**src/rtl/img2col_map_seq.sv**
```systemverilog
// Image-to-column address sequencer: streams kernel-fill (BUFFER) beats, then
// working-round (WORK) beats, with a ready/valid handshake, abort, and a done pulse.
module img2col_map_seq #(
  parameter int KSIZE  = 5,
  parameter int NUM_PU = 28,
  parameter int ROUNDS = 28,
  parameter int AW     = ($clog2(KSIZE)  < 1) ? 1 : $clog2(KSIZE),
  parameter int PW     = ($clog2(NUM_PU) < 1) ? 1 : $clog2(NUM_PU),
  parameter int RW     = ($clog2(ROUNDS) < 1) ? 1 : $clog2(ROUNDS)
) (
  input  logic          clk,
  input  logic          nrst,
  input  logic          start,
  input  logic          abort,
  input  logic          out_ready,
  output logic          out_valid,
  output logic [AW-1:0] pu_addr,
  output logic [PW-1:0] pu_no,
  output logic [AW-1:0] row_no,
  output logic [RW-1:0] round,
  output logic          working,
  output logic          row_last,
  output logic          done,
  output logic          busy
);

  typedef enum logic [1:0] {
    S_IDLE   = 2'd0,
    S_BUFFER = 2'd1,
    S_WORK   = 2'd2,
    S_DONE   = 2'd3
  } state_t;

  localparam logic [AW-1:0] ADDR_LAST    = AW'(KSIZE - 1);
  localparam logic [AW-1:0] ROW_BUF_LAST = AW'(KSIZE - 2);
  localparam logic [AW-1:0] ROW_WORK     = AW'(KSIZE - 1);
  localparam logic [PW-1:0] PU_LAST      = PW'(NUM_PU - 1);
  localparam logic [RW-1:0] ROUND_LAST   = RW'(ROUNDS - 1);

  state_t        state_q, state_d;
  logic [AW-1:0] pu_addr_q, pu_addr_d;
  logic [PW-1:0] pu_no_q, pu_no_d;
  logic [AW-1:0] row_no_q, row_no_d;
  logic [RW-1:0] round_q, round_d;
  logic          out_valid_q, out_valid_d;
  logic          working_q, working_d;
  logic          row_last_q, row_last_d;
  logic          done_q, done_d;
  logic          busy_q, busy_d;

  // Next-state, counter advance and registered-output decode.
  always_comb begin
    state_d   = state_q;
    pu_addr_d = pu_addr_q;
    pu_no_d   = pu_no_q;
    row_no_d  = row_no_q;
    round_d   = round_q;
    case (state_q)
      S_IDLE: begin
        if (start) begin
          state_d   = S_BUFFER;
          pu_addr_d = '0;
          pu_no_d   = '0;
          row_no_d  = '0;
          round_d   = '0;
        end else begin
          state_d = S_IDLE;
        end
      end
      S_BUFFER, S_WORK: begin
        // abort wins over an accepted beat; the in-flight beat is dropped
        if (abort) begin
          state_d   = S_IDLE;
          pu_addr_d = '0;
          pu_no_d   = '0;
          row_no_d  = '0;
          round_d   = '0;
        end else if (out_ready) begin
          if (pu_addr_q != ADDR_LAST) begin
            pu_addr_d = pu_addr_q + AW'(1);
          end else begin
            pu_addr_d = '0;
            if (pu_no_q != PU_LAST) begin
              pu_no_d = pu_no_q + PW'(1);
            end else begin
              pu_no_d = '0;
              if (state_q == S_BUFFER) begin
                if (row_no_q == ROW_BUF_LAST) begin
                  state_d  = S_WORK;
                  row_no_d = ROW_WORK;
                  round_d  = '0;
                end else begin
                  row_no_d = row_no_q + AW'(1);
                end
              end else begin
                if (round_q == ROUND_LAST) begin
                  state_d  = S_DONE;
                  row_no_d = '0;
                  round_d  = '0;
                end else begin
                  round_d = round_q + RW'(1);
                end
              end
            end
          end
        end else begin
          state_d = state_q;
        end
      end
      S_DONE: begin
        state_d   = S_IDLE;
        pu_addr_d = '0;
        pu_no_d   = '0;
        row_no_d  = '0;
        round_d   = '0;
      end
      default: begin
        state_d   = S_IDLE;
        pu_addr_d = '0;
        pu_no_d   = '0;
        row_no_d  = '0;
        round_d   = '0;
      end
    endcase

    out_valid_d = (state_d == S_BUFFER) || (state_d == S_WORK);
    working_d   = (state_d == S_WORK);
    done_d      = (state_d == S_DONE);
    busy_d      = (state_d != S_IDLE);
    row_last_d  = out_valid_d && (pu_no_d == PU_LAST) && (pu_addr_d == ADDR_LAST);
  end

  // State and output registers with synchronous active-low reset.
  always_ff @(posedge clk) begin
    if (!nrst) begin
      state_q     <= S_IDLE;
      pu_addr_q   <= '0;
      pu_no_q     <= '0;
      row_no_q    <= '0;
      round_q     <= '0;
      out_valid_q <= 1'b0;
      working_q   <= 1'b0;
      row_last_q  <= 1'b0;
      done_q      <= 1'b0;
      busy_q      <= 1'b0;
    end else begin
      state_q     <= state_d;
      pu_addr_q   <= pu_addr_d;
      pu_no_q     <= pu_no_d;
      row_no_q    <= row_no_d;
      round_q     <= round_d;
      out_valid_q <= out_valid_d;
      working_q   <= working_d;
      row_last_q  <= row_last_d;
      done_q      <= done_d;
      busy_q      <= busy_d;
    end
  end

  assign out_valid = out_valid_q;
  assign pu_addr   = pu_addr_q;
  assign pu_no     = pu_no_q;
  assign row_no    = row_no_q;
  assign round     = round_q;
  assign working   = working_q;
  assign row_last  = row_last_q;
  assign done      = done_q;
  assign busy      = busy_q;

endmodule

```
**config.mk**
```make
export PLATFORM = sky130hd
export DESIGN_NAME = img2col_map_seq
export DESIGN_NICKNAME = d
export VERILOG_FILES = /design/src/rtl/img2col_map_seq.sv
export SDC_FILE = /design/constraint.sdc
export NUM_CORES = 1
export LEC_CHECK = 0
export CORE_MARGIN = 2
export CORE_UTILIZATION = 46
export CTS_BUF_LIST = sky130_fd_sc_hd__clkbuf_16
export DETAILED_ROUTE_END_ITERATION = 7
export PLACE_DENSITY = 0.75
export SLEW_MARGIN = 0
export SYNTH_ARGS = -nofsm -noshare
export SYNTH_HDL_FRONTEND = slang
export SYNTH_SLANG_ARGS = --single-unit
```
**constraint.sdc**
```tcl
create_clock -name clk -period 2.8 [get_ports clk]
set_input_delay 0.56 -clock clk [delete_from_list [all_inputs] [get_ports clk]]
set_output_delay 0.56 -clock clk [all_outputs]
set_load 0.02 [all_outputs]
```
==> flow_summary.toml <==
[detailed_routing]
num_vias = 1224
wl_microns = 3160
via_per_inst = 5.67
wl_met2_microns = 1560
postRouteAntennaNets = 0
wl_per_cell_microns = 14.6
drc_errors = 0
dr_wl_met3_microns = 138
drt-met1-wl_microns = 1420
top_layer = "met4"
dr.pass1.iters = 4
drt_iter0_markers = 38

[worst_setup_path]
critical_path.max_fanout = 3
arrival_ns = 2.86
r2r_start = "pu_addr[0]"
rr_endpoint = "row_last"
end_kind = "flip-flop"
max_stage_delay_ns = 0.46
reg2reg_slack_ns = 0.15
cp_cell_sequence = "clkdlybuf4s50_1 > and3_1 > a31o_2 > a221oi_2 > a21oi_1 > ha_1 > and2_1 > or4b_1 > nor4_2"
cp_slowest_cell = "or4b_1"
path_class = "in2reg"
crit_end = "row_last"
ff2ff_path_depth = 10
critPathRequiredTime_ns = 2.97
critPathLaunchType = "input port"
crit_start = "out_ready"

[clock_network]
cts_tree = "done"
cts_sinks = 23
clock_latency_ns = 0.25
cts-resized-gates = 0
cts-buffers-inserted = 3
clockBufferDepth = 2
ctsHtreeMaxLevel = 1
cts.reportedPaths.clkPinSlew_ns = 0.06
postCtsHoldBufs = 0
cts_setup_buffers = 0
cts-root-buf = "clkbuf_16"

[synth]
synth_top_cell_by_area = "dfxtp_1"
synth_xor_xnor_area_share_pct = 3.94
synth_top_area_share_pct = 34.5
synthFlopType = "dfxtp_1"
ys_ff_latch = 23
muxShareOfSynthArea_pct = 1.59
synthDistinctLibCells = 46
synthAdderAreaFrac_pct = 11.2
yosys-top-cells-area = "dfxtp_1 34%, ha_1 11%, nor2b_1 4.7%"
synth_top_family_by_area = "simple AND/OR/NAND/NOR gates"
synth_compound_area_share_pct = 15.6
syn-num-nets = 169
yosysMostFrequentCell = "dfxtp_1"
ys_seq_area_share_pct = 34.5
synth_commonest_cells = "23 x dfxtp_1, 13 x nor2_1, 12 x ha_1, 10 x nor2b_1"
synth_area_per_cell_sq_um = 8.78
synth_area_sq_mm = 0.00134
synth_simple_gate_area_share_pct = 28.7
synth_enable_flop_cells = 0
synthCells = 152
synth-async-reset-ratio_pct = 0
synth_warnings = 0

[sta]
clock_skew_ns = 0.00283
setup_tns_ns = 0
fin_crit_sh_pct = 96.1
hold_slack_ns = 0.511
layout_min_cycle_time_ns = 2.69
timing.fmax_mhz = 372
worst_slack_ns = 0.110
hold_viol_final = 0
worst_pin_slew_ns = 0.523
setup_viol = 0
maxSlewHeadroom_pct = 65.0
slew_viol_final = 0

[finish]
num_antenna_cells = 0
syn_to_final_growth_pct = 31.6
final_layout_size_suffix_gt1_share_pct = 13.0
nets = 203
final_area_sq_mm = 0.00176

[outcome]
status = "completed"

[placement]
io_buffers = 25
post-place-ws_ns = -0.123
gp_congestion = 0.856
placed_area_sq_mm = 0.00167
place_hpwl_microns = 2330

[global_route]
grt_overflow_total = 0
first_global_vias = 1097
antenna_found_initial = 0
grt_pass1_wl_microns = 4930
gr-usage-all-layers_pct = 19.1
grt_max_degree = 21

[floorplan]
dieWidth_microns = 57.9
core_area_sq_mm = 0.00276
die_area_sq_mm = 0.00335
start_util_pct = 48.4
chipHeight_microns = 57.9
rows = 19
boundaryPins = 26

[worst_hold_path]
hold_path_class = "reg2reg"
hold_depth = 2

[power]
peakVddDrop_mv = 0.451
power_density_mw_per_mm2 = 404
power.leakage_nw = 0.648

[flow_run]
cap_violations = 0
per-layer routing:
metal | GRT usage, % | vias to the layer above
li1 | - | 605
met1 | 25.8 | 577
met2 | 31.2 | 36
met3 | 4.24 | 6
met4 | 4.32 | 0
met5 | 0 | -
where the power goes:
group,total [mW],internal (mW),leakage (nW),switching (mW)
Clock,0.310,0.192,0.0409,0.118
Sequential,0.333,0.331,0.186,0.00251
Combinational,0.0669,0.0304,0.421,0.0366
Total,0.710,0.553,0.648,0.157
per-stage QoR:
stage / total power [mW] / utilization, % / instances
after floorplan: 0.379 / - / 152
after global placement: 0.404 / 60.5 / 212
after CTS: 0.719 / 63.4 / 216
after detailed placement: 0.406 / 60.5 / 212
after global routing: 0.735 / 63.7 / 216
final: 0.710 / 63.7 / 216
critical path, delay by kind of cell:
kind	cells	cell delay, ns
compound gates	3	0.58
simple gates	4	1.03
buf+inv	1	0.41
fa+ha+maj	1	0.29
layout make-up:
type | count | area [sq um]
multi-input combinational | 115 | 822
clock inverter | 1 | 5.00
clock buffer | 3 | 75.1
inverter | 8 | 30.0
timing repair buffer | 35 | 325
sequential | 23 | 460
fill | 233 | 1000
tap | 31 | 38.8
placed cells by master, fill, tap and decap left out, drive strengths merged, types with 2 or more instances in the layout:
cell           count
nand4              2
nand3              7
xnor2              5
nor3               2
ha                12
inv                8
a31oi              2
o21ai              7
nor2              13
nand2b             2
clkdlybuf4s50     25
a32oi              2
and4b              2
o21a               2
a21oi              7
nor2b             10
nor4               3
nand4b             2
buf               10
and2               8
a32o               2
dfxtp             23
a22o               2
nand2              7
clkbuf             3
worst min-delay path by stage:
| stage | startpoint | end |
|---|---|---|
| floorplan | row_no[1] | row_no[1] |
| detailed placement | row_no[1] | row_no[1] |
| CTS | row_no[1] | row_no[1] |
| global route | row_no[1] | row_no[1] |
| finish | row_no[1] | row_no[1] |
| global placement | row_no[1] | row_no[1] |
state kept, by name, summed over array words and instances (netlist names):
name       flops
pu_no          5
round          5
pu_addr        3
row_no         3
state_q        2
busy           1
done           1
out_valid      1
row_last       1
working        1
logic make-up (layout without fill, tap and decap cells):
| family | after synthesis | count (layout) |
|---|---|---|
| mux | 2 | 2 |
| fa+ha+maj | 12 | 12 |
| simple gates | 65 | 65 |
| xor+xnor | 6 | 6 |
| buf+inv | 14 | 47 |
| flops | 23 | 23 |
| compound gates | 30 | 30 |
No activity file was read; power rests on OpenSTA's default activity.
